<file path="src/rtl/cpa16_serial_addsub.sv">
// cpa16_serial_addsub: digit-serial adder/subtractor. One DIGIT-wide
// carry-propagate slice is reused for WIDTH/DIGIT cycles. The carry between
// digits is held in a flop. Subtraction is done as a + ~b + ~c_in.
//
// Handshake: start/sub/a/b/c_in are sampled on a rising edge only while the
// block is in IDLE or DONE; start is ignored in RUN. busy is high for the N
// cycles of RUN. done is a one-cycle pulse in DONE, and it coincides with
// the update of s/c_out/ovf. busy and done are never high together.
// WIDTH must be a multiple of DIGIT, and WIDTH/DIGIT must be at least 2.
module cpa16_serial_addsub #(
    parameter int WIDTH = 16,
    parameter int DIGIT = 4
) (
    input  logic             clk,
    input  logic             rst,
    input  logic             start,
    input  logic             sub,
    input  logic [WIDTH-1:0] a,
    input  logic [WIDTH-1:0] b,
    input  logic             c_in,
    output logic             busy,
    output logic             done,
    output logic [WIDTH-1:0] s,
    output logic             c_out,
    output logic             ovf,
    output logic [1:0]       dbg_state
);

    localparam int N  = WIDTH / DIGIT;
    localparam int CW = (N > 1) ? $clog2(N) : 1;

    typedef enum logic [1:0] {
        IDLE = 2'd0,
        RUN  = 2'd1,
        DONE = 2'd2
    } state_t;

    state_t           state_q, state_d;
    logic [CW-1:0]    cnt_q;
    logic             carry_q;
    logic [WIDTH-1:0] a_q, b_q, p_q;
    logic [WIDTH-1:0] s_q;
    logic             c_out_q, ovf_q;

    logic             load;
    logic             last;
    logic [DIGIT:0]   slice;
    logic             slice_cout;
    logic             msb_cin;

    // A new operation is taken only outside RUN.
    assign load = start && (state_q != RUN);
    assign last = (state_q == RUN) && (cnt_q == CW'(N - 1));

    // The shared slice: low digit of A plus low digit of B plus the carry flop.
    assign slice      = {1'b0, a_q[DIGIT-1:0]} + {1'b0, b_q[DIGIT-1:0]}
                      + {{DIGIT{1'b0}}, carry_q};
    assign slice_cout = slice[DIGIT];
    // The carry into the slice MSB is recovered from that bit's sum, a and b.
    assign msb_cin    = a_q[DIGIT-1] ^ b_q[DIGIT-1] ^ slice[DIGIT-1];

    // State register.
    always_ff @(posedge clk) begin
        if (rst) state_q <= IDLE;
        else     state_q <= state_d;
    end

    // Next-state logic.
    always_comb begin
        state_d = state_q;
        case (state_q)
            IDLE:    if (start) state_d = RUN;
            RUN:     if (last) state_d = DONE;
            DONE:    state_d = start ? RUN : IDLE;
            default: state_d = IDLE;
        endcase
    end

    // Datapath: load operands, shift one digit per RUN cycle, and commit the results on the last step.
    always_ff @(posedge clk) begin
        if (rst) begin
            a_q     <= '0;
            b_q     <= '0;
            p_q     <= '0;
            carry_q <= 1'b0;
            cnt_q   <= '0;
            s_q     <= '0;
            c_out_q <= 1'b0;
            ovf_q   <= 1'b0;
        end else if (load) begin
            a_q     <= a;
            b_q     <= sub ? ~b : b;
            carry_q <= c_in ^ sub;
            cnt_q   <= '0;
        end else if (state_q == RUN) begin
            a_q     <= a_q >> DIGIT;
            b_q     <= b_q >> DIGIT;
            p_q     <= {slice[DIGIT-1:0], p_q[WIDTH-1:DIGIT]};
            carry_q <= slice_cout;
            cnt_q   <= cnt_q + CW'(1);
            if (last) begin
                s_q     <= {slice[DIGIT-1:0], p_q[WIDTH-1:DIGIT]};
                c_out_q <= slice_cout;
                ovf_q   <= msb_cin ^ slice_cout;
            end
        end
    end

    assign busy      = (state_q == RUN);
    assign done      = (state_q == DONE);
    assign s         = s_q;
    assign c_out     = c_out_q;
    assign ovf       = ovf_q;
    assign dbg_state = state_q;

endmodule
</file>
<file path="config.mk">
export PLATFORM = sky130hd
export DESIGN_NAME = cpa16_serial_addsub
export DESIGN_NICKNAME = d
export VERILOG_FILES = /design/src/rtl/cpa16_serial_addsub.sv
export SDC_FILE = /design/constraint.sdc
export NUM_CORES = 1
export LEC_CHECK = 0
export CAP_MARGIN = 20
export CORE_UTILIZATION = 30
export CTS_BUF_LIST = sky130_fd_sc_hd__clkbuf_4 sky130_fd_sc_hd__clkbuf_8 sky130_fd_sc_hd__clkbuf_16
export DETAILED_ROUTE_END_ITERATION = 12
export GPL_TIMING_DRIVEN = 1
export HOLD_SLACK_MARGIN = 0.12
export SLEW_MARGIN = 10
export SYNTH_ARGS = -nofsm -noshare
export SYNTH_HDL_FRONTEND = slang
export SYNTH_SLANG_ARGS = --single-unit
</file>
<file path="constraint.sdc">
create_clock -name clk -period 3.2 [get_ports clk]
set_input_delay 0.96 -clock clk [delete_from_list [all_inputs] [get_ports clk]]
set_output_delay 0.96 -clock clk [all_outputs]
set_load 0.02 [all_outputs]
</file>
Word level (Yosys, flattened, before mapping)
Cells that the tools add are included.
{ "word_totals": {"register_bits": 71, "in_bits": 37, "output_inout_bits": 22, "wordCells": 43} }
{ "op_classes": {"add_sub_neg": 3, "eq_ne": 6, "muxes": 11, "bitwise": 6, "reduce_logical": 8} }
{ "ops": {"columns": ["cell", "n"], "rows": [
  ["16-bit two-way mux", 5],
  ["16-bit NOT", 1],
  ["2-bit case mux with 3 select lines", 1],
  ["4-bit by 4-bit adder with 5-bit output", 1],
  ["5-bit by 1-bit adder with 5-bit output", 1],
  ["2-bit equality test (second input constant)", 2],
  ["2-bit two-way mux", 2],
  ["2-bit by 1-bit inequality test with 1-bit output (second input constant)", 2],
  ["2-bit AND reduction", 2],
  ["1-bit XOR", 4],
  ["1-bit two-way mux", 3],
  ["3-bit AND reduction", 1],
  ["2-bit by 1-bit adder with 2-bit output (second input constant)", 1],
  ["2-bit by 1-bit equality test with 1-bit output (second input constant)", 1],
  ["1-bit logical AND", 2],
  ["2-bit logical NOT", 1],
  ["2-bit inequality test (second input constant)", 1],
  ["2-bit nonzero test", 1],
  ["2-bit OR reduction", 1],
  ["1-bit NOT", 1]
]} }

Logic depth before layout (Yosys ltp)
{ "logic_depth": {"ltp_word": 4, "depth_mapped": 7, "depth_no_buf": 7} }

Worst setup path before layout
OpenSTA, ideal clock, no wires.
{ "synth_timing": {"path_kind": "register to output", "start": "register state_q[0], in the netlist dbg_state[0]", "end": "output busy", "t_arrival_ps": 902, "t_required_ps": 2240, "slack_ps": 1338, "path_stages_with_launch": 4, "n_path_buf": 1, "path_cell_list": "dfxtp_1 nand2b_4 inv_4 buf_2"} }
{ "synth_via": {"elab_chain_len": 1} }
{ "synth_rtl": {"columns": ["element", "line_no", "text"], "rows": [
  ["start: declaration", "38", "state_t state_q, state_d;"],
  ["start signal: assignment", "65", "else state_q <= state_d;"],
  ["2-bit by 1-bit equality test with 1-bit output", "109", "assign busy = (state_q == RUN);"],
  ["end: declaration", "21", "output logic busy,"]
]} }
Every way passes these cells.

Worst setup path after layout
Same ends and word-level chain as after synthesis.

==> results_dict.tcl <==
set metrics [dict create \
    wirelength_um 5890 \
    max-slew-margin-rel_pct 55.2 \
    avgSynthCellArea_sq_um 8.74 \
    p_clk_share_pct 39.5 \
    dr_wl_met2_um 2670 \
    antenna_found_initial 0 \
    rrSetupSlack_ns 1.23 \
    cts_tree "done" \
    synth_cell_type_count 28 \
    drt_iter0_markers 70 \
    dieArea_sq_um 10200 \
    drv_slew 0 \
    period_needed_ns 2.46 \
    ys_ff_latch 67 \
    yosys_warnings 0 \
    power_density_nw_per_um2 507 \
    multi_input_area_sq_um 1420 \
    grt.total_usage_pct 12.8 \
    final_common_cell "dfxtp_1" \
    cp_max_fo 4 \
    grt_pass1_vias 2193 \
    stdcell_area_sq_um 3790 \
    instances_no_fill 517 \
    combPwrFrac_pct 13.4 \
    postCtsSetupRepairBufs 0 \
    ys_seq_area_share_pct 45.7 \
    syn_inst 336 \
    post-route-period-util_pct 76.7 \
    dieWidth_um 101 \
    finClkSkew_ns 0.00492 \
    cts_buffers 9 \
    wl_met3_um 293 \
    clock_path_buffers 2 \
    cts.sinks 67 \
    seqCellArea_sq_um 1340 \
    setup_tns_ns 0 \
    pwr-share-seq_pct 47.2 \
    antenna_cells 0 \
    area_growth_pct 29.0 \
    syn_nets 379 \
    power.switching_uw 481 \
    core_area_sq_um 9370 \
    place_inst 501 \
    top_layer "met4" \
    peakVddDrop_mv 0.232 \
    grt_setup_unrepaired "no" \
    p_sw_share_pct 25.1 \
    cp-end-kind "output pin" \
    setup_ws_ns 0.744 \
    grt_overflow 0 \
    via_per_inst 4.45 \
    gp_congestion 0.716 \
    arrival_ns 1.50 \
    hold_viol 0 \
    cts_resized 0 \
    ant_nets 0 \
    root_buffer "clkbuf_8" \
    nFillCells 995 \
    wl_per_cell_um 11.4 \
    drive_gt1_share_pct 9.28 \
    grt_pass1_wl_um 10100 \
    p_leak_uw 0.00137 \
    internal_power_uw 1440 \
    worstPathRequired_ns 2.24 \
    synth_area_sq_um 2940 \
    nets 426 \
    final_cell_mix "67 x dfxtp_1, 59 x nor2_1, 56 x clkdlybuf4s50_1" \
    placed_area_sq_um 3570 \
    io_buffers 58 \
    worstSetupStartpointType "flop" \
    fmax_mhz 407 \
    boundaryPins 59 \
    dp_slack_ns 0.899 \
    clkTransAtPathRegs_ns 0.07 \
    drcViolationCount 0 \
    drv_cap 0 \
    num_vias 2300 \
    drtPass1Iterations 4 \
    worst_slew_pin_slew_ns 0.672 \
    grt_max_degree 43 \
    num_rows 35 \
    die_h_um 101 \
    initial_core_util_pct 31.3 \
    status "complete, no violations" \
    finalSetupViolCount 0 \
    min_path_type "flop to flop" \
    dpl.hpwl_um 4010 \
    critPathKind "flop to output pin" \
    clk_latency_ns 0.34 \
    wl_met1_um 2840 \
    cts.htree.levels 3 \
    cts_hold_buf 0 \
]
sequential cells by signal, summed over array words and instances, names as in the netlist:
name / flops
a_q: 16
cnt_q: 2
c_out: 1
dbg_state: 2
ovf: 1
carry_q: 1
p_q: 12
b_q: 16
s: 16
area by class of cell:
class	count	share of cell area [%]
Clock buffer	9	3.27
Clock inverter	7	2.44
Inverter	5	0.561
Multi-Input combinational cell	237	37.4
Sequential cell	67	35.4
Tap cell	129	4.26
Timing Repair Buffer	63	16.7
cell usage after synthesis:
cell type	count	area (sq um)
a21oi_1	33	165
nand2_1	49	184
fa_1	2	40.0
xnor2_1	18	158
a21o_1	1	7.51
clkbuf_1	10	37.5
buf_6	3	33.8
nand2b_4	1	13.8
a211oi_1	31	233
nor2_1	59	221
buf_4	1	7.51
nand2_2	1	6.26
nand3b_1	3	22.5
o31ai_1	2	15.0
a21oi_2	9	78.8
inv_4	1	6.26
a211oi_2	1	12.5
xor2_1	2	17.5
ha_1	4	50.1
and2_1	1	6.26
nor3_1	1	5.00
buf_2	12	60.1
nand2b_1	2	12.5
inv_1	4	15.0
buf_12	1	20.0
dfxtp_1	67	1340
nor2b_1	1	6.26
mux2i_1	16	160
cells by family (layout without fill, tap and decap cells):
| kind of cell | after synthesis | count (layout) | share of synthesized area, % |
|---|---|---|---|
| xor+xnor | 20 | 20 | 5.97 |
| fa+ha+maj | 6 | 6 | 3.07 |
| buf+inv | 32 | 84 | 6.14 |
| simple gates | 118 | 118 | 16.3 |
| mux | 16 | 16 | 5.45 |
| flops | 67 | 67 | 45.7 |
| compound gates | 77 | 77 | 17.4 |
metrics by stage:
step | power, uW | hold slack (ns) | util (%)
2_1_floorplan | 1100 | 0.432 | -
3_3_place_gp | 1180 | 0.445 | 38.1
3_5_place_dp | 1180 | 0.447 | 38.1
4_1_cts | 1950 | 0.459 | 40.4
5_1_grt | 2010 | 0.481 | 40.4
6_report | 1920 | 0.456 | 40.4
power groups by stage:
stage / combinational (uW) / sequential, uW / clock [uW]
3_3_place_gp: 255 / 925 / 0
2_1_floorplan: 180 / 919 / 0
4_1_cts: 260 / 906 / 780
6_report: 257 / 906 / 758
5_1_grt: 289 / 911 / 814
3_5_place_dp: 259 / 925 / 0
metal layers:
metal	GRT usage [%]	up-vias
li1	-	1224
met1	15.8	1000
met2	20.7	67
met3	4.23	9
met4	4.68	0
met5	0	-
worst paths after layout:
path | cells past startpoint | end | start
max | 3 | busy | dbg_state[0]
min | 2 | s[2] | s[2]
max reg2reg | 6 | ovf | dbg_state[0]
min reg2reg | 2 | s[2] | s[2]
worst max-delay path: stages, from the launching register on:
cell             delay (ns)
dfxtp_1                0.42
nand2b_4               0.08
inv_4                  0.06
clkdlybuf4s50_1        0.59
Power figures use the tool's default switching activity.
==> RTL edit: new RTL, config.mk and constraints unchanged <==
The parameter `WIDTH` goes from 16 to 32.
--- a/src/rtl/cpa16_serial_addsub.sv
+++ b/src/rtl/cpa16_serial_addsub.sv
@@ -10,3 +10,3 @@
 module cpa16_serial_addsub #(
-    parameter int WIDTH = 16,
+    parameter int WIDTH = 32,
     parameter int DIGIT = 4
Ports: changed (resized a, b and s); port bits go from 59 to 107. The function was not compared with the original's and may differ.
==> RTL edit against the original RTL <==
The run now ends with DRC left; power up 120%; synthesized area up 90%; design area grew 93%; core utilization down 0.18 points; setup slack got worse by 0.13 ns; combinational power up 80%; wire length increased by 120%; worst hold slack worse by 0.0056 ns; clock power rose to 2.5 times the old value; count of clock-buffer cells in the layout up 8; first-iteration DRC count grew to 3.6 times the old value; register-to-register slack worse by 0.19 ns; sequential cell count up 65; critical path type unchanged.
==> RTL edit: results (changes against the original RTL) <==
Status
  • Status: finished, violations left
  • Violated checks: DRC

Logic synthesis
  • Sequential fraction of the synthesis area: 0.4725 (+0.01573)
  • Post-synth top cells: 132 x dfxtp_1, 112 x nand2_1, 109 x nor2_1
  • Synth top area share: 0.4725 (+0.01573)
  • Compound-gate portion of the synthesized area: 0.1718 (-0.002453)
  • Synth cell types: 24 (-14%)
  • Syn_nets: 736 (+94%)
  • Synth top area cells: dfxtp_1 47%, a211oi_1 8.7%, a21oi_1 8.0%
  • Adder-Cell Fraction of Synth Area: 0.01834 (-0.01233)
  • Multiplexer share of the synthesized area: 0.05727 (+0.002733)
  • Post-synthesis xor/xnor area fraction: 0.05638 (-0.003275)

Min path
  • Hold endpoint: s[1]
  • Hold path depth: 2 (unchanged)
  • Hold_sp: s[1]

Die
  • Initial Util: 0.3082 (-0.005160)

Detailed routing
  • DRC viols: 8 (+8)
  • Via density: 4.670 (+5.0%)
  • DR WL/cell: 13.10 µm (+15%)
  • Starting DRT DRC Count: 252 (+260%)
  • First-pass iteration count of the detailed router: 8 (+4)

GRT
  • Largest net degree at the start of global routing: 93 (+120%)
  • Vias in the first global route: 4313 (+97%)
  • First-pass GRT wire length: 21380 µm (+110%)
  • Total GRT Usage: 0.1402 (+0.01255)

Clock network
  • Clk_lat worst skew: 0.42 ns (+0.08 ns)
  • Root Driver: clkbuf_16
  • CTS buffer count: 17 (+8)
  • Max H-tree Level: 4 (+1)

Pwr
  • Worst VDD drop: 0.4081 mV (+76%)
  • Switching power: 1.046 mW (+120%)
  • P_leak: 2.641 nW (+93%)

Critical path
  • Critical path arrival: 1.62 ns (+0.12 ns)
  • CP max stage delay: 0.66 ns (+0.07 ns)
  • Reg2reg setup slack: 1.04 ns (-0.19 ns)
  • Worst R2R Path Depth: 7 (+1)

Placement
  • Final HPWL DP: 8450 µm (+110%)
  • Routability cong.: 0.7211 (+0.68%)
  • Post-DP Area: 0.006721 mm² (+88%)
  • Port Buffers: 106 (+83%)

STA
  • Tightest Pin Transition: 0.8855 ns (+0.2136 ns)
  • Clock skew: 0.008583 ns (+0.003658 ns)

Layout
  • Antenna diodes: 0 (unchanged)
  • Fraction of layout instances using a drive strength above 1: 0.06640 (-0.02638)
  • Nets: 816 (+92%)
## RTL edit: cell types whose count changed after synthesis, moves of 9 or more
cell / change
xnor2_1: +18
a21oi_1: +56
dfxtp_1: +65
clkbuf_1: +10
a21oi_2: -9
a211oi_1: +34
mux2i_1: +16
nand2_1: +63
nor2_1: +50
## RTL edit: critical path, delay by kind of cell, from the launching register on
family | cells | cell delay (ns)
buf+inv | 2 | 0.71
flops | 1 | 0.41
simple gates | 1 | 0.08
## RTL edit: cell type report
cell class | instances | area (µm²)
Fill cell | 1879 | 10840
Sequential cell | 132 | 2643
Multi-Input combinational cell | 464 | 2610
Timing Repair Buffer | 118 | 1154
Clock buffer | 17 | 425.4
Tap cell | 229 | 286.5
Clock inverter | 15 | 157.7
Inverter | 7 | 28.78
## RTL edit: kinds of logic (layout without fill, tap and decap cells)
group,Yosys count,count (layout)
AND/OR/NAND/NOR,232,232
AO/OA/AOI/OAI,157,157
flip-flops,132,132
buffers and inverters,64,157
XOR/XNOR,36,36
multiplexers,32,32
adder cells (fa/ha/maj),7,7
## RTL edit: power groups by stage
| stage | logic, mW | registers [mW] | clock network, mW |
|---|---|---|---|
| after CTS | 0.471 | 1.78 | 1.96 |
| final | 0.463 | 1.78 | 1.91 |
| after floorplan | 0.328 | 1.80 | 0 |
| after detailed placement | 0.469 | 1.81 | 0 |
| after global routing | 0.518 | 1.79 | 2.03 |
| after global placement | 0.464 | 1.81 | 0 |
## RTL edit: how the worst max path moves through the flow
stage                       startpoint  depth (start not counted)       to  slack, ns
after floorplan           dbg_state[0]                          5     busy       1.18
after global placement             sub                          6  b_q[21]       0.99
after detailed placement           sub                          6   b_q[9]       0.93
after CTS                 dbg_state[0]                          3     busy       0.54
after global routing      dbg_state[0]                          3     busy       0.52
final                     dbg_state[0]                          3     busy       0.62
## RTL edit: metal layers
metal	routed length, µm	GRT usage
met5	0	0
met3	668	0.04213
met1	6245	0.1825
met4	182	0.05500
met2	5767	0.2169
## RTL edit: stage by stage
stage	worst slack, ns	instances	utilization	hold slack, ns
global placement	0.9857	950	0.3704	0.4421
floorplan	1.180	660	-	0.4321
global route	0.5171	982	0.4025	0.4744
finish	0.6186	982	0.4025	0.4503
detailed placement	0.9280	950	0.3704	0.4465
CTS	0.5370	982	0.4025	0.4548
